File: src/rtl/imm_pkg.sv
// Shared constants for the immediate decoder: format select codes, legal XLEN
// values and the shift-amount width helper.
package imm_pkg;

  localparam logic [2:0] IMM_I   = 3'b000;
  localparam logic [2:0] IMM_S   = 3'b001;
  localparam logic [2:0] IMM_B   = 3'b010;
  localparam logic [2:0] IMM_J   = 3'b011;
  localparam logic [2:0] IMM_U   = 3'b100;
  localparam logic [2:0] IMM_Z   = 3'b101;
  localparam logic [2:0] IMM_SH  = 3'b110;
  localparam logic [2:0] IMM_RSV = 3'b111;

  localparam int N_LEGAL_XLEN = 2;
  localparam int LEGAL_XLEN [N_LEGAL_XLEN] = '{32, 64};

  function automatic bit xlen_is_legal(input int xlen);
    bit ok;
    ok = 1'b0;
    for (int i = 0; i < N_LEGAL_XLEN; i++) begin
      if (LEGAL_XLEN[i] == xlen) ok = 1'b1;
    end
    return ok;
  endfunction

  // RV64 shifts use a 6-bit shamt, RV32 a 5-bit one.
  function automatic int shamt_width(input int xlen);
    return (xlen == 64) ? 6 : 5;
  endfunction

endpackage

File: src/rtl/imm_decode.sv
// Combinational RV immediate decoder: builds a 32-bit immediate per format,
// then sign- or zero-extends it to XLEN.
module imm_decode
  import imm_pkg::*;
#(
  parameter int XLEN = 32
) (
  input  logic [31:0]     instr,
  input  logic [2:0]      imm_src,
  output logic [XLEN-1:0] imm,
  output logic            err
);

  localparam int SHAMT_W = shamt_width(XLEN);

  logic [31:0] imm32;
  logic        sext;
  logic        unused_opcode;

  assign unused_opcode = ^instr[6:0];

  always_comb begin
    imm32 = '0;
    sext  = 1'b1;
    err   = 1'b0;
    case (imm_src)
      IMM_I:  imm32 = {{20{instr[31]}}, instr[31:20]};
      IMM_S:  imm32 = {{20{instr[31]}}, instr[31:25], instr[11:7]};
      IMM_B:  imm32 = {{19{instr[31]}}, instr[31], instr[7], instr[30:25], instr[11:8], 1'b0};
      IMM_J:  imm32 = {{11{instr[31]}}, instr[31], instr[19:12], instr[20], instr[30:21], 1'b0};
      IMM_U:  imm32 = {instr[31:12], 12'b0};
      IMM_Z: begin
        sext  = 1'b0;
        imm32 = {27'b0, instr[19:15]};
      end
      IMM_SH: begin
        sext                 = 1'b0;
        imm32[SHAMT_W-1:0]   = instr[20 +: SHAMT_W];
      end
      default: begin
        sext = 1'b0;
        err  = 1'b1;
      end
    endcase
  end

  // Every signed format fits in 32 bits, so widening is a plain sign extension.
  assign imm = sext ? XLEN'($signed(imm32)) : XLEN'(imm32);

endmodule

File: src/rtl/imm_ext_pipe.sv
// Registered immediate extender: one output register plus a one-entry skid
// register, so in_ready depends only on state and throughput stays at 1/cycle.
module imm_ext_pipe
  import imm_pkg::*;
#(
  parameter int XLEN  = 32,
  parameter int TAG_W = 5
) (
  input  logic             clk,
  input  logic             reset_n,
  input  logic             in_valid,
  output logic             in_ready,
  input  logic [31:0]      instr,
  input  logic [2:0]       imm_src,
  input  logic [TAG_W-1:0] tag,
  output logic             out_valid,
  input  logic             out_ready,
  output logic [XLEN-1:0]  imm_ext,
  output logic             imm_err,
  output logic [TAG_W-1:0] tag_out
);

  if (!xlen_is_legal(XLEN)) begin : g_bad_xlen
    $error("imm_ext_pipe: XLEN must be 32 or 64");
  end
  if (TAG_W < 1) begin : g_bad_tag_w
    $error("imm_ext_pipe: TAG_W must be at least 1");
  end

  typedef struct packed {
    logic [XLEN-1:0]  imm;
    logic             err;
    logic [TAG_W-1:0] tag;
  } entry_t;

  logic [XLEN-1:0] dec_imm;
  logic            dec_err;
  entry_t          dec_entry;

  logic   out_valid_q, out_valid_d;
  logic   skid_valid_q, skid_valid_d;
  entry_t out_q, out_d;
  entry_t skid_q, skid_d;
  logic   accept, drain;

  imm_decode #(.XLEN(XLEN)) u_decode (
    .instr   (instr),
    .imm_src (imm_src),
    .imm     (dec_imm),
    .err     (dec_err)
  );

  assign dec_entry = '{imm: dec_imm, err: dec_err, tag: tag};

  assign in_ready = ~skid_valid_q;
  assign accept   = in_valid & ~skid_valid_q;
  assign drain    = out_valid_q & out_ready;

  always_comb begin
    out_valid_d  = out_valid_q;
    skid_valid_d = skid_valid_q;
    out_d        = out_q;
    skid_d       = skid_q;
    if (skid_valid_q) begin
      if (drain) begin
        out_d        = skid_q;
        out_valid_d  = 1'b1;
        skid_valid_d = 1'b0;
      end
    end else if (accept) begin
      if (!out_valid_q || drain) begin
        out_d       = dec_entry;
        out_valid_d = 1'b1;
      end else begin
        skid_d       = dec_entry;
        skid_valid_d = 1'b1;
      end
    end else if (drain) begin
      out_valid_d = 1'b0;
    end
  end

  always_ff @(posedge clk or negedge reset_n) begin
    if (!reset_n) begin
      out_valid_q  <= 1'b0;
      skid_valid_q <= 1'b0;
      out_q        <= '0;
      skid_q       <= '0;
    end else begin
      out_valid_q  <= out_valid_d;
      skid_valid_q <= skid_valid_d;
      out_q        <= out_d;
      skid_q       <= skid_d;
    end
  end

  assign out_valid = out_valid_q;
  assign imm_ext   = out_q.imm;
  assign imm_err   = out_q.err;
  assign tag_out   = out_q.tag;

endmodule

File: config.mk
export PLATFORM = sky130hd
export DESIGN_NAME = imm_ext_pipe
export DESIGN_NICKNAME = d
export VERILOG_FILES = /design/src/rtl/imm_pkg.sv /design/src/rtl/imm_decode.sv /design/src/rtl/imm_ext_pipe.sv
export SDC_FILE = /design/constraint.sdc
export NUM_CORES = 1
export LEC_CHECK = 0
export ABC_AREA = 0
export BUFFER_PORTS_ARGS = -buffer_cell sky130_fd_sc_hd__buf_2
export CAP_MARGIN = 20
export CORE_MARGIN = 4
export CORE_UTILIZATION = 58
export CTS_CLUSTER_DIAMETER = 100
export DETAILED_ROUTE_END_ITERATION = 8
export GPL_TIMING_DRIVEN = 1
export PLACE_DENSITY = 0.84
export SYNTH_ARGS = -nofsm -noshare
export SYNTH_HDL_FRONTEND = slang
export SYNTH_SLANG_ARGS = --single-unit
export TNS_END_PERCENT = 10
File: constraint.sdc
create_clock -name clk -period 2.2 [get_ports clk]
set_input_delay 0.33 -clock clk [delete_from_list [all_inputs] [get_ports clk]]
set_output_delay 0.33 -clock clk [all_outputs]
set_load 0.02 [all_outputs]
* Yosys cells after proc, flatten, opt, wreduce, memory -nomap -nowiden
Index checks and enable logic that the tools add are counted.
** Storage, ports and cells
- Output and inout port bits :: 40
- Word-level logic and storage cells :: 48
- Bits in registers :: 78
- Input port bits :: 44
** Cells by class
- Reduce and logical (&&, ||, !) cells :: 12
- Eq/ne operators :: 8
- Bitwise gates (word level) :: 4
- Muxes and demuxes :: 16
** Operators by type and width (number)
- 38-bit 2-to-1 mux :: 4
- 27-bit case mux with 4 select lines :: 1
- 5-bit case mux with 5 select lines :: 1
- 1-bit 2-to-1 mux :: 10
- 3-bit == test (second input constant) :: 3
- 3-bit AND reduction :: 3
- 7-bit OR reduction :: 1
- 3-bit by 2-bit == test with 1-bit output (second input constant) :: 2
- 2-bit nonzero test :: 3
- 2-bit OR reduction :: 2
- 3-bit by 1-bit == test with 1-bit output (second input constant) :: 1
- 3-bit logical NOT :: 1
- 3-bit by 2-bit != test with 1-bit output (second input constant) :: 1
- 1-bit AND :: 2
- 2-bit by 1-bit != test with 1-bit output (second input constant) :: 1
- 1-bit NOT :: 2
- 1-bit logical NOT :: 1
- 1-bit logical OR :: 1

* Depth between registers and ports, before layout
- Depth after elaboration :: 6
- Depth in mapped cells :: 7
- Depth with buffers taken out :: 4

* Cells and area by module
A second synthesis with hierarchy kept.
** Second synthesis, totals
- Cell total of the unflattened synthesis :: 299
- Area total of the unflattened synthesis :: 4108.9 um2
** Modules (own cells, without submodules)
- imm_ext_pipe :: instances 1, sequential area each 1951.9 um2, cells each 215, area an instance 3525.9 um2
- imm_decode :: instances 1, sequential area each 0.0 um2, cells each 84, area an instance 583.1 um2

* Worst setup path after synthesis
Ideal clock, no wire load.
- Kind :: register -> register
- Start point :: register out_valid_q, in the netlist out_valid
- End point :: register out_q, in the netlist imm_ext[19]
- Cell stages (with the launch flop) :: 7
- Slack :: 0.715 ns
- Path buffers :: 2
- Arrival time :: 1.354 ns
- Data required time :: 2.070 ns
- Period minus slack after synthesis :: 1.485 ns
- Setup time :: 0.130 ns
- Path through :: dfrtp_1 > nand2b_1 > o211a_1 > buf_4 > nand2_2 > buf_2 > o211ai_1
** On the way
- Word-level cells in the longest chain between the ends :: 4
- Elaborated cells between the ends (all ways) :: 6
- Those cells by class :: eq/ne: 1; bitwise: 1; reduce/logical: 4
** RTL lines
- start: declaration :: RTL line imm_ext_pipe.sv:40 : logic out_valid_q, out_valid_d;
- start signal: assignment :: RTL line imm_ext_pipe.sv:90 : out_valid_q <= out_valid_d;
- 1-bit AND / 1-bit logical NOT (equally long branches) :: RTL line imm_ext_pipe.sv:57, imm_ext_pipe.sv:71
- 1-bit logical OR :: RTL line imm_ext_pipe.sv:71 : if (!out_valid_q || drain) begin
- 2-bit nonzero test (no line)
- 3-bit AND reduction (no line) *
- end signal: assignment :: RTL line imm_ext_pipe.sv:92 : out_q <= out_d;
- end: declaration :: RTL line imm_ext_pipe.sv:42 : entry_t out_q, out_d;
Every way passes the cells marked *; elsewhere a longest branch is shown, timed or not.
A chain may end at the register's enable or synchronous reset.

* Final worst setup path
- Start point :: register skid_valid_q
- End point :: register out_q, in the netlist imm_ext[28]
** On the way
- Word-level cells in the longest chain between the ends :: 4
- Elaborated cells between the ends (all ways) :: 7
- Those cells by class :: eq/ne: 1; mux: 1; bitwise: 2; reduce/logical: 3
** RTL lines
- start: declaration :: RTL line imm_ext_pipe.sv:41 : logic skid_valid_q, skid_valid_d;
- start signal: assignment :: RTL line imm_ext_pipe.sv:91 : skid_valid_q <= skid_valid_d;
- 1-bit NOT (no line)
- 1-bit AND :: RTL line imm_ext_pipe.sv:56 : assign accept = in_valid & ~skid_valid_q;
- 2-bit nonzero test (no line)
- 3-bit AND reduction (no line)
Several ways; a longest one is shown, not always the timed one.

==> metrics.txt <==
Post-Syn Instances=398; DIE HEIGHT=89.0 um; final setup violation count=0; Synth Area per Inst=9.56 um2; sequential share of the synthesized area=0.513; initial antenna violation count=0; Slew @ Worst Pin=0.777 ns; # Max-Cap Violations=0; Buf/Inv on CP=1; Power Total=2.74 mW; sequential share of power=0.523; Resize count post-CTS=0; CTS sink cnt=78; number of remaining DRC errors=0; routed wire length=8780 um; Crit-path slowest cell=dfrtp_2; top_reg_cell synth=dfrtp_1; Yosys cell types=35; CTS Buf Count=9; Clock Tree Root=clkbuf_8; Worst R2R Start=skid_valid_q; Post-Syn Area=3810 um2; Net Sw Frac=0.243; final antenna-violating net count=0; Pre-Repair DR Iteration Count=5; routed via count=3157; critical path launch point type=register; Post-synth ARST share=1.00; Final Hold Vio Count=0; post-CTS setup repair buffer count=0; crit path cell chain=nand2b_1, o211a_1, buf_4, mux2_2; normalized max-slew margin=0.482; P&R area growth vs syn=16.0%; Yosys reg bits=78; max-slew violation total from the final report=0; Max FO, Critical Path=14; share of the synthesized area in the top cell type=0.513; worst skew pair latency=0.36 ns; GRT Total Usage=0.235; htree depth=3; num rows=29; CTS Hold Bufs=0; unrepaired setup endpoints after global routing=no; syn nets=442; Worst-path clk slew=0.08 ns; clock power share=0.401; Core Footprint=6350 um2; I/O pin total=84; Tmin final=1.78 ns; Synth warnings=0; cell taking the most area after synthesis=dfrtp_1; Worst Path Required=2.44 ns; Worst Hold Class=in2async; Largest stage delay, worst path=0.51 ns; CTS tree=done; combinational share of power=0.076; DR iter-0 viols=194; Psw=667 uW; status=completed; CP top delay family=flip-flops; Pwr per Cell Area=620 nW/um2; Lkg Pwr=2.19 nW; largest net degree at the start of global routing=63; Crit. End Element=register; Diodes inserted=0; Post-DP HPWL=5970 um; most common cell after layout, fill and taps aside=nand2_1; Starting Density=0.599; vias per cell=5.78; Reg2Reg Setup Slack=0.42 ns; maximum clock rate=0.563 GHz; layout cells sized above 1=0.279; Final #Nets=508; Fin Setup TNS=0 ns; vias in the first global route=2932; die footprint=7920 um2; global-route wire length before repair=14200 um; Post-synth EDFFs=0; Die Width=89.0 um; Worst EP arrival=2.02 ns; WS Path Type=reg2reg; Final period util=0.808; Placer Congestion=0.892; Internal=2.07 mW; # port buffers=76; worst-case clock buffer depth=2; reg-to-reg endpoint=imm_ext[28]; peak supply drop=0.000394 V; Reg2Reg Depth=4; Area contributors post-synth=dfrtp_1 (51%), nand2_1 (9.4%), o21ai_0 (5.4%), mux2_2 (5.0%), a21oi_1 (4.7%); skew final=0.0102 ns; most frequent cells in the layout=nand2_1 (95), dfrtp_1 (77), buf_2 (75), o21ai_0 (41), a21oi_1 (36); DR WL/cell=16.1 um; Overflow after GRT=0
-- power groups by stage --
| stage | logic, mW | clock network (mW) | registers [mW] |
|---|---|---|---|
| CTS | 0.208 | 1.12 | 1.43 |
| finish | 0.208 | 1.10 | 1.43 |
| detailed placement | 0.206 | 0 | 1.46 |
| floorplan | 0.107 | 0 | 1.46 |
| global route | 0.227 | 1.19 | 1.43 |
| global placement | 0.202 | 0 | 1.46 |
-- logic make-up (layout without fill, tap and decap cells) --
family | Yosys count | count (layout) | synth area share
buffers and inverters | 35 | 106 | 0.0503
DFF | 78 | 78 | 0.513
AOI/OAI and AO/OA | 118 | 118 | 0.186
xor gates and xnor gates | 1 | 1 | 0.00723
and+or+nand+nor | 138 | 138 | 0.164
muxes | 28 | 28 | 0.0792
-- worst max path at each step --
stage	depth (start not counted)	slack (ns)	end	from
after floorplan	6	0.72	imm_ext[19]	out_valid
after global placement	4	0.47	imm_ext[28]	skid_valid_q
after detailed placement	5	0.44	imm_ext[0]	imm_src[1]
after CTS	4	0.45	imm_ext[23]	skid_valid_q
after global routing	4	0.34	imm_ext[28]	skid_valid_q
final	4	0.42	imm_ext[28]	skid_valid_q
-- layout make-up --
cell class | count | area [um2]
Clock buffer | 10 | 138
Clock inverter | 6 | 68.8
Fill cell | 460 | 1930
Inverter | 1 | 3.75
Multi-Input combinational cell | 285 | 1660
Sequential cell | 78 | 1950
Tap cell | 77 | 96.3
Timing Repair Buffer | 89 | 493
-- flip-flops by register name, summed over array words and instances (netlist names) --
signal        flops
imm_err           1
imm_ext          32
out_valid         1
skid_q           38
skid_valid_q      1
tag_out           5
-- metal layers --
metal / vias up / GRT usage / part of all wire
met5: - / 0 / 0
met4: 0 / 0.0798 / 0.016
met3: 14 / 0.0516 / 0.063
met2: 104 / 0.368 / 0.48
met1: 1512 / 0.326 / 0.44
li1: 1527 / - / -
-- through the flow --
stage | area, um2 | hold WS, ns | instances | worst slack (ns) | utilization
2_1_floorplan | 3810 | 0.0344 | 398 | 0.715 | -
3_3_place_gp | 4210 | 0.455 | 530 | 0.473 | 0.663
3_5_place_dp | 4210 | 0.464 | 530 | 0.445 | 0.663
4_1_cts | 4420 | 0.0833 | 546 | 0.451 | 0.696
5_1_grt | 4420 | 0.0965 | 546 | 0.339 | 0.696
6_report | 4420 | 0.0422 | 546 | 0.423 | 0.696
-- synth_stat cells (3+ instances only) --
cell	number
dfrtp_1	78
nand3b_1	6
nor2_1	4
a22oi_1	5
o211ai_1	9
buf_6	4
mux2i_1	11
clkbuf_1	8
mux2_2	17
and2b_1	3
nand3_1	13
o22a_1	8
a21oi_1	36
o211ai_2	5
o21ai_0	41
o21ai_1	9
nand2_1	95
nor3b_1	7
buf_2	18
Power figures use the tool's default switching activity.
